### src/rtl/bist_pkg.sv
// rtl/bist_pkg.sv - shared state encoding and defaults for the circular-BIST controller
package bist_pkg;

  localparam int DEF_TEST_CYCLES = 16;
  localparam int DEF_SIG_WIDTH = 8;
  localparam logic [7:0] DEF_GOLDEN_SIG = 8'hA5;

  typedef enum logic [2:0] {
    ST_IDLE,
    ST_INIT,
    ST_RUN,
    ST_COMPARE,
    ST_DONE
  } bist_state_e;

  // Width of a down-counter able to hold 0..n
  function automatic int cnt_width(input int n);
    return $clog2(n + 1);
  endfunction

endpackage

### src/rtl/bist_controller_if.sv
// rtl/bist_controller_if.sv - request/result bundle between the arbiter path and the BIST controller
interface bist_controller_if
  import bist_pkg::*;
#(
  parameter int SIG_WIDTH = DEF_SIG_WIDTH
);
  logic                 bist_start;
  logic [SIG_WIDTH-1:0] sig_in;
  logic                 bist_init;
  logic                 test_mode;
  logic                 bist_end;
  logic                 pass_fail;
  logic [SIG_WIDTH-1:0] signature_o;

  // Requester side: asks for a run and supplies the chain signature
  modport master (
    output bist_start, sig_in,
    input  bist_init, test_mode, bist_end, pass_fail, signature_o
  );

  // Controller side
  modport slave (
    input  bist_start, sig_in,
    output bist_init, test_mode, bist_end, pass_fail, signature_o
  );
endinterface

### src/rtl/bist_cycle_counter.sv
// rtl/bist_cycle_counter.sv - saturating down-counter that times the RUN phase
module bist_cycle_counter #(
  parameter int WIDTH = 5
) (
  input  logic             clk_i,
  input  logic             rst_ni,
  input  logic             load_i,
  input  logic             enable_i,
  input  logic [WIDTH-1:0] load_val_i,
  output logic             zero_o
);
  logic [WIDTH-1:0] cnt_q;

  // Load has priority; counting stops at zero so the value never wraps
  always_ff @(posedge clk_i or negedge rst_ni) begin
    if (!rst_ni) begin
      cnt_q <= '0;
    end else if (load_i) begin
      cnt_q <= load_val_i;
    end else if (enable_i && (cnt_q != '0)) begin
      cnt_q <= cnt_q - WIDTH'(1);
    end
  end

  assign zero_o = (cnt_q == '0);
endmodule

### src/rtl/bist_controller.sv
// rtl/bist_controller.sv - IDLE/INIT/RUN/COMPARE/DONE sequencer for circular BIST
module bist_controller
  import bist_pkg::*;
#(
  parameter int                   TEST_CYCLES = DEF_TEST_CYCLES,
  parameter int                   SIG_WIDTH   = DEF_SIG_WIDTH,
  parameter logic [SIG_WIDTH-1:0] GOLDEN_SIG  = SIG_WIDTH'(DEF_GOLDEN_SIG)
) (
  input logic               clock,
  input logic               reset,
  bist_controller_if.slave  bus
);
  localparam int              CNT_W    = cnt_width(TEST_CYCLES);
  localparam logic [CNT_W-1:0] CNT_LOAD = CNT_W'(TEST_CYCLES - 1);

  bist_state_e          state_q;
  logic                 start_q;
  logic                 start_evt_q;
  logic                 bist_init_q;
  logic                 test_mode_q;
  logic                 bist_end_q;
  logic                 pass_fail_q;
  logic [SIG_WIDTH-1:0] signature_q;
  logic                 cnt_zero;

  bist_cycle_counter #(
    .WIDTH(CNT_W)
  ) u_cycle_counter (
    .clk_i      (clock),
    .rst_ni     (reset),
    .load_i     (state_q == ST_INIT),
    .enable_i   (state_q == ST_RUN),
    .load_val_i (CNT_LOAD),
    .zero_o     (cnt_zero)
  );

  // Sequencer with registered outputs; start edge is captured only while a run may begin.
  // start_q resets to 1 so a request already high at reset release needs a low first.
  always_ff @(posedge clock or negedge reset) begin
    if (!reset) begin
      state_q     <= ST_IDLE;
      start_q     <= 1'b1;
      start_evt_q <= 1'b0;
      bist_init_q <= 1'b0;
      test_mode_q <= 1'b0;
      bist_end_q  <= 1'b0;
      pass_fail_q <= 1'b0;
      signature_q <= '0;
    end else begin
      start_q     <= bus.bist_start;
      start_evt_q <= bus.bist_start & ~start_q &
                     ((state_q == ST_IDLE) | (state_q == ST_DONE));
      case (state_q)
        ST_IDLE, ST_DONE: begin
          if (start_evt_q) begin
            state_q     <= ST_INIT;
            bist_init_q <= 1'b1;
            bist_end_q  <= 1'b0;
            pass_fail_q <= 1'b0;
          end
        end
        ST_INIT: begin
          state_q     <= ST_RUN;
          bist_init_q <= 1'b0;
          test_mode_q <= 1'b1;
        end
        ST_RUN: begin
          if (cnt_zero) begin
            state_q     <= ST_COMPARE;
            test_mode_q <= 1'b0;
            signature_q <= bus.sig_in;
          end
        end
        ST_COMPARE: begin
          state_q     <= ST_DONE;
          pass_fail_q <= (signature_q == GOLDEN_SIG);
          bist_end_q  <= 1'b1;
        end
        default: begin
          state_q     <= ST_IDLE;
          bist_init_q <= 1'b0;
          test_mode_q <= 1'b0;
        end
      endcase
    end
  end

  assign bus.bist_init   = bist_init_q;
  assign bus.test_mode   = test_mode_q;
  assign bus.bist_end    = bist_end_q;
  assign bus.pass_fail   = pass_fail_q;
  assign bus.signature_o = signature_q;
endmodule
### src/flat_wrapper.sv
// flat-port wrapper written by rule: the top's interface ports become plain ports
module bist_controller_flat import bist_pkg::*;
#(
  parameter int                   TEST_CYCLES = DEF_TEST_CYCLES,
  parameter int                   SIG_WIDTH   = DEF_SIG_WIDTH,
  parameter logic [SIG_WIDTH-1:0] GOLDEN_SIG  = SIG_WIDTH'(DEF_GOLDEN_SIG)
)
  (clock, reset, bus_bist_start, bus_sig_in, bus_bist_init, bus_test_mode, bus_bist_end, bus_pass_fail, bus_signature_o);
  bist_controller_if #(.SIG_WIDTH(SIG_WIDTH)) bus_i ();
  input logic clock;
  input logic reset;
  input wire logic [$bits(bus_i.bist_start)-1:0] bus_bist_start;
  input wire logic [$bits(bus_i.sig_in)-1:0] bus_sig_in;
  output wire logic [$bits(bus_i.bist_init)-1:0] bus_bist_init;
  output wire logic [$bits(bus_i.test_mode)-1:0] bus_test_mode;
  output wire logic [$bits(bus_i.bist_end)-1:0] bus_bist_end;
  output wire logic [$bits(bus_i.pass_fail)-1:0] bus_pass_fail;
  output wire logic [$bits(bus_i.signature_o)-1:0] bus_signature_o;
  assign bus_i.bist_start = bus_bist_start;
  assign bus_i.sig_in = bus_sig_in;
  assign bus_bist_init = bus_i.bist_init;
  assign bus_test_mode = bus_i.test_mode;
  assign bus_bist_end = bus_i.bist_end;
  assign bus_pass_fail = bus_i.pass_fail;
  assign bus_signature_o = bus_i.signature_o;
  bist_controller #(.TEST_CYCLES(TEST_CYCLES), .SIG_WIDTH(SIG_WIDTH), .GOLDEN_SIG(GOLDEN_SIG)) u_core (.clock(clock), .reset(reset), .bus(bus_i));
endmodule
### config.mk
export PLATFORM = sky130hd
export DESIGN_NAME = bist_controller_flat
export DESIGN_NICKNAME = d
export VERILOG_FILES = /design/src/rtl/bist_pkg.sv /design/src/rtl/bist_controller_if.sv /design/src/rtl/bist_cycle_counter.sv /design/src/rtl/bist_controller.sv /design/src/flat_wrapper.sv
export SDC_FILE = /design/constraint.sdc
export NUM_CORES = 1
export LEC_CHECK = 0
export CAP_MARGIN = 30
export CORE_AREA = 5 5 50 52
export CTS_BUF_LIST = sky130_fd_sc_hd__clkbuf_8
export CTS_CLUSTER_DIAMETER = 60
export DETAILED_ROUTE_END_ITERATION = 8
export DIE_AREA = 0 0 55 57
export PLACE_DENSITY_LB_ADDON = 0.15
export SYNTH_ARGS = -nofsm -noshare
export SYNTH_HDL_FRONTEND = slang
export SYNTH_SLANG_ARGS = --single-unit
export TNS_END_PERCENT = 100
### constraint.sdc
create_clock -name clock -period 2.73 [get_ports clock]
set_input_delay 0.819 -clock clock [delete_from_list [all_inputs] [get_ports clock]]
set_output_delay 0.819 -clock clock [all_outputs]
set_load 0.01 [all_outputs]
==> out/qor_table.md <==
| Metric | Value |
|---|---|
| Mean post-synth cell area | 11.6 sq um |
| Placed cell area | 1290 sq um |
| Final hold violations | 0 |
| Sequence of cells on the critical path | clkdlybuf4s50_1 |
| Initial standard-cell utilization of the core | 50.8% |
| Cell area after synthesis | 1050 sq um |
| YS warnings | 0 |
| Critical path depth | 1 |
| Cell row count | 17 |
| Area of the core | 2060 sq um |
| Count of state elements after synthesis | 22 |
| Pin count of the biggest net entering global routing | 17 |
| Number of nets produced by synthesis | 102 |
| Crit. Startpoint | u_core.bus.signature_o[4] |
| Slowest cell on the critical path | sky130_fd_sc_hd__clkdlybuf4s50_1 |
| Final critical-path required period | 2.00 ns |
| Largest clock skew in the final design | 0.00223 ns |
| Overflow after GRT | 0 |
| Final Instance Area | 1340 sq um |
| Crit path required time | 1.91 ns |
| Number of CTS-inserted buffers | 3 |
| Final setup vio count | 0 |
| Layout Cells excl Fill | 141 |
| Sink count of the clock tree | 22 |
| Setup slack of the most critical reg-to-reg path | 0.80 ns |
| Vias after detailed routing | 760 |
| Initial antenna violation count | 0 |
| Met3 Resource Use GR | 4.70% |
| Tot GR Track Use | 15.8% |
| Slew at the pin with the worst max-slew slack | 0.528 ns |
| Share of post-route cells with drive strength above 1 | 17.7% |
| Die Ht | 57 um |
| Latest clock arrival within the worst-skew pair | 0.26 ns |
| CTS root buf | sky130_fd_sc_hd__clkbuf_8 |
| HPWL Detailed | 1540 um |
| Vias in the first global route | 763 |
| Largest fanout on the critical path | 3 |
| First-pass GRT wire length | 3550 um |
| CTS Hold Buffers Added | 0 |
| Final cycle utilization of the critical path | 73.3% |
| Final layout net count | 126 |
| Level count of the clock H-tree | 1 |
| Worst hold margin | 0.508 ns |
| Arrival time of data at the critical path endpoint | 1.18 ns |
| Clock Tree Buf Depth | 2 |
| Last weighted congestion value of the routability-driven placer | 0.805 |
| Cell depth of the worst flop-to-flop path | 3 |
| Global Route met2 Usage | 22.8% |
| DRC violation total after the first TritonRoute iteration | 22 |
| Full die area | 3140 sq um |
| TritonCTS clock tree | done |
| CP Capture Type | output port |
| Critical path buffer and inverter count | 1 |
| Input/output buffers | 22 |
| Sequential element share of the synthesized area | 52.7% |
| Detailed-route wire length | 2070 um |
| Max rail drop VDD | 503 uV |
| Drt first pass iters | 4 |
| Io pins | 23 |
| Startpoint Class | register |
| CP delay by family, top | buffers and inverters |
| Outcome | finished clean |
| Cell leakage power | 0.571 nW |
| Buffers inserted during post-CTS setup optimization | 0 |
| Maximum achievable frequency | 0.500 GHz |
| Termination of the worst setup path | bus_signature_o[4] |
| Kind of path behind the tightest hold check | reg -> reg |
| Final antenna diode count | 0 |
| GR met1 Demand/Resource | 21.5% |
| Post-detailed-route DRC marker count | 0 |
| Vias/cell | 5.39 |
| Final-layout fill cell count | 182 |
| Total of max-cap violations | 0 |
| Final setup TNS | 0 ns |
| Terminus of the critical flop-to-flop path | u_core.bus.signature_o[6] |
| Resized Gates After CTS | 0 |
| Reg clk slew, reported paths | 0.07 ns |
| Worst Path Class, Setup | reg -> out |
| Source of the worst register-to-register timing path | u_core.state_q[0] |
| Cell count after placement | 137 |
| Die Span X | 55 um |
| Synthesized instance count | 90 |
| Most common cell after layout, fill and taps aside | sky130_fd_sc_hd__clkdlybuf4s50_1 |
| Average wire length per cell after detail routing | 14.7 um |
| Global route hottest layer | met2 |
| Remaining antenna violation count after routing | 0 |
| Number of max-slew violations in the final report | 0 |
| Final Core Density | 64.9% |
| Setup repair after global routing missed its margin | false |
| Most frequent cells in the layout | 22 x sky130_fd_sc_hd__clkdlybuf4s50_1, 21 x sky130_fd_sc_hd__dfrtp_1, 8 x sky130_fd_sc_hd__nor2_1, 8 x sky130_fd_sc_hd__mux2_2, 6 x sky130_fd_sc_hd__inv_1 |
| Cell variety after synth | 36 |
| Maximum cell stage delay along the critical path | 0.55 ns |
| Worst relative slew slack | 64.8% |
| Layout Area Growth over Synthesis | 28.0% |
| Power per standard cell area | 775 nW/um^2 |
through the flow:
| stage | power (mW) | setup WS [ns] |
|---|---|---|
| floorplan | 0.714 | 1.00 |
| global placement | 0.838 | 0.819 |
| detailed placement | 0.848 | 0.797 |
| CTS | 1.05 | 0.718 |
| global route | 1.12 | 0.668 |
| finish | 1.04 | 0.730 |
logic make-up after synthesis:
kind of cell	share of synthesized area, %
simple gates	18.3
flops	52.7
compound gates	14.5
buf+inv	3.94
mux	8.60
xor+xnor	0.836
fa+ha+maj	1.19
cell type report:
| type | count | area [sq um] | area share [%] |
|---|---|---|---|
| Timing Repair Buffer | 24 | 235 | 17.6 |
| Clock inverter | 1 | 3.75 | 0.280 |
| Tap cell | 28 | 35.0 | 2.61 |
| Inverter | 5 | 18.8 | 1.40 |
| Multi-Input combinational cell | 58 | 454 | 33.9 |
| Sequential cell | 22 | 552 | 41.2 |
| Clock buffer | 3 | 41.3 | 3.08 |
per-layer routing:
metal	part of all wire, %	vias to the layer above
met1	44	374
met5	0	-
met2	50	12
li1	-	370
met4	2.0	0
met3	3.7	4
tightest hold or removal path, cell delays in order (launching register included):
cell	delay, ns
sky130_fd_sc_hd__dfrtp_1	0.36
sky130_fd_sc_hd__nand2_1	0.05
sky130_fd_sc_hd__o31ai_1	0.06
synth_stat cells:
cell	instances	area, sq um
sky130_fd_sc_hd__dfrtp_1	21	526
sky130_fd_sc_hd__mux2_2	8	90.1
sky130_fd_sc_hd__nor2_1	8	30.0
sky130_fd_sc_hd__inv_1	5	18.8
sky130_fd_sc_hd__nand2_1	5	18.8
sky130_fd_sc_hd__o21ai_0	4	20.0
sky130_fd_sc_hd__nand2b_1	3	18.8
sky130_fd_sc_hd__nor2b_1	3	18.8
sky130_fd_sc_hd__a21oi_1	2	10.0
sky130_fd_sc_hd__clkbuf_1	2	7.51
sky130_fd_sc_hd__clkbuf_2	2	10.0
sky130_fd_sc_hd__nor4bb_1	2	20.0
sky130_fd_sc_hd__o31ai_1	2	15.0
sky130_fd_sc_hd__a211o_1	1	8.76
sky130_fd_sc_hd__a211oi_1	1	7.51
sky130_fd_sc_hd__a21bo_2	1	10.0
sky130_fd_sc_hd__a221oi_1	1	8.76
sky130_fd_sc_hd__a31o_2	1	8.76
sky130_fd_sc_hd__a32o_1	1	10.0
sky130_fd_sc_hd__a41o_1	1	10.0
sky130_fd_sc_hd__and3_1	1	6.26
sky130_fd_sc_hd__and4_4	1	11.3
sky130_fd_sc_hd__buf_2	1	5.00
sky130_fd_sc_hd__dfstp_2	1	26.3
sky130_fd_sc_hd__ha_1	1	12.5
sky130_fd_sc_hd__nor3b_4	1	18.8
sky130_fd_sc_hd__nor4b_1	1	8.76
sky130_fd_sc_hd__nor4b_4	1	23.8
sky130_fd_sc_hd__o21a_1	1	7.51
sky130_fd_sc_hd__o21bai_1	1	7.51
sky130_fd_sc_hd__o221ai_1	1	8.76
sky130_fd_sc_hd__o22a_2	1	10.0
sky130_fd_sc_hd__o311ai_0	1	8.76
sky130_fd_sc_hd__or3_1	1	6.26
sky130_fd_sc_hd__or4b_1	1	10.0
sky130_fd_sc_hd__xnor2_1	1	8.76
power breakdown:
part	internal, mW	switching, mW
registers	0.394	0.0723
clock network	0.100	0.0972
logic	0.202	0.173
total	0.696	0.343
flip-flops by register name, indices dropped and copies added (netlist names):
name,count
u_core.start_evt_q,1
u_core.bus.pass_fail,1
u_core.bus.signature_o,8
u_core.state_q,3
u_core.bus.bist_end,1
u_core.bus.bist_init,1
u_core.u_cycle_counter.cnt_q,5
u_core.bus.test_mode,1
u_core.start_q,1
how the worst min path moves through the flow:
stage               slack (ns)  cells after the start                               to                             from
floorplan                 0.50                      1  u_core.u_cycle_counter.cnt_q[0]  u_core.u_cycle_counter.cnt_q[0]
global placement          0.49                      2             u_core.bus.bist_init             u_core.bus.bist_init
detailed placement        0.49                      2             u_core.bus.bist_init             u_core.bus.bist_init
CTS                       0.51                      2             u_core.bus.bist_init             u_core.bus.bist_init
global route              0.55                      2             u_core.bus.bist_init             u_core.bus.bist_init
finish                    0.51                      2             u_core.bus.bist_init             u_core.bus.bist_init
No activity file was read; power rests on OpenSTA's default activity.
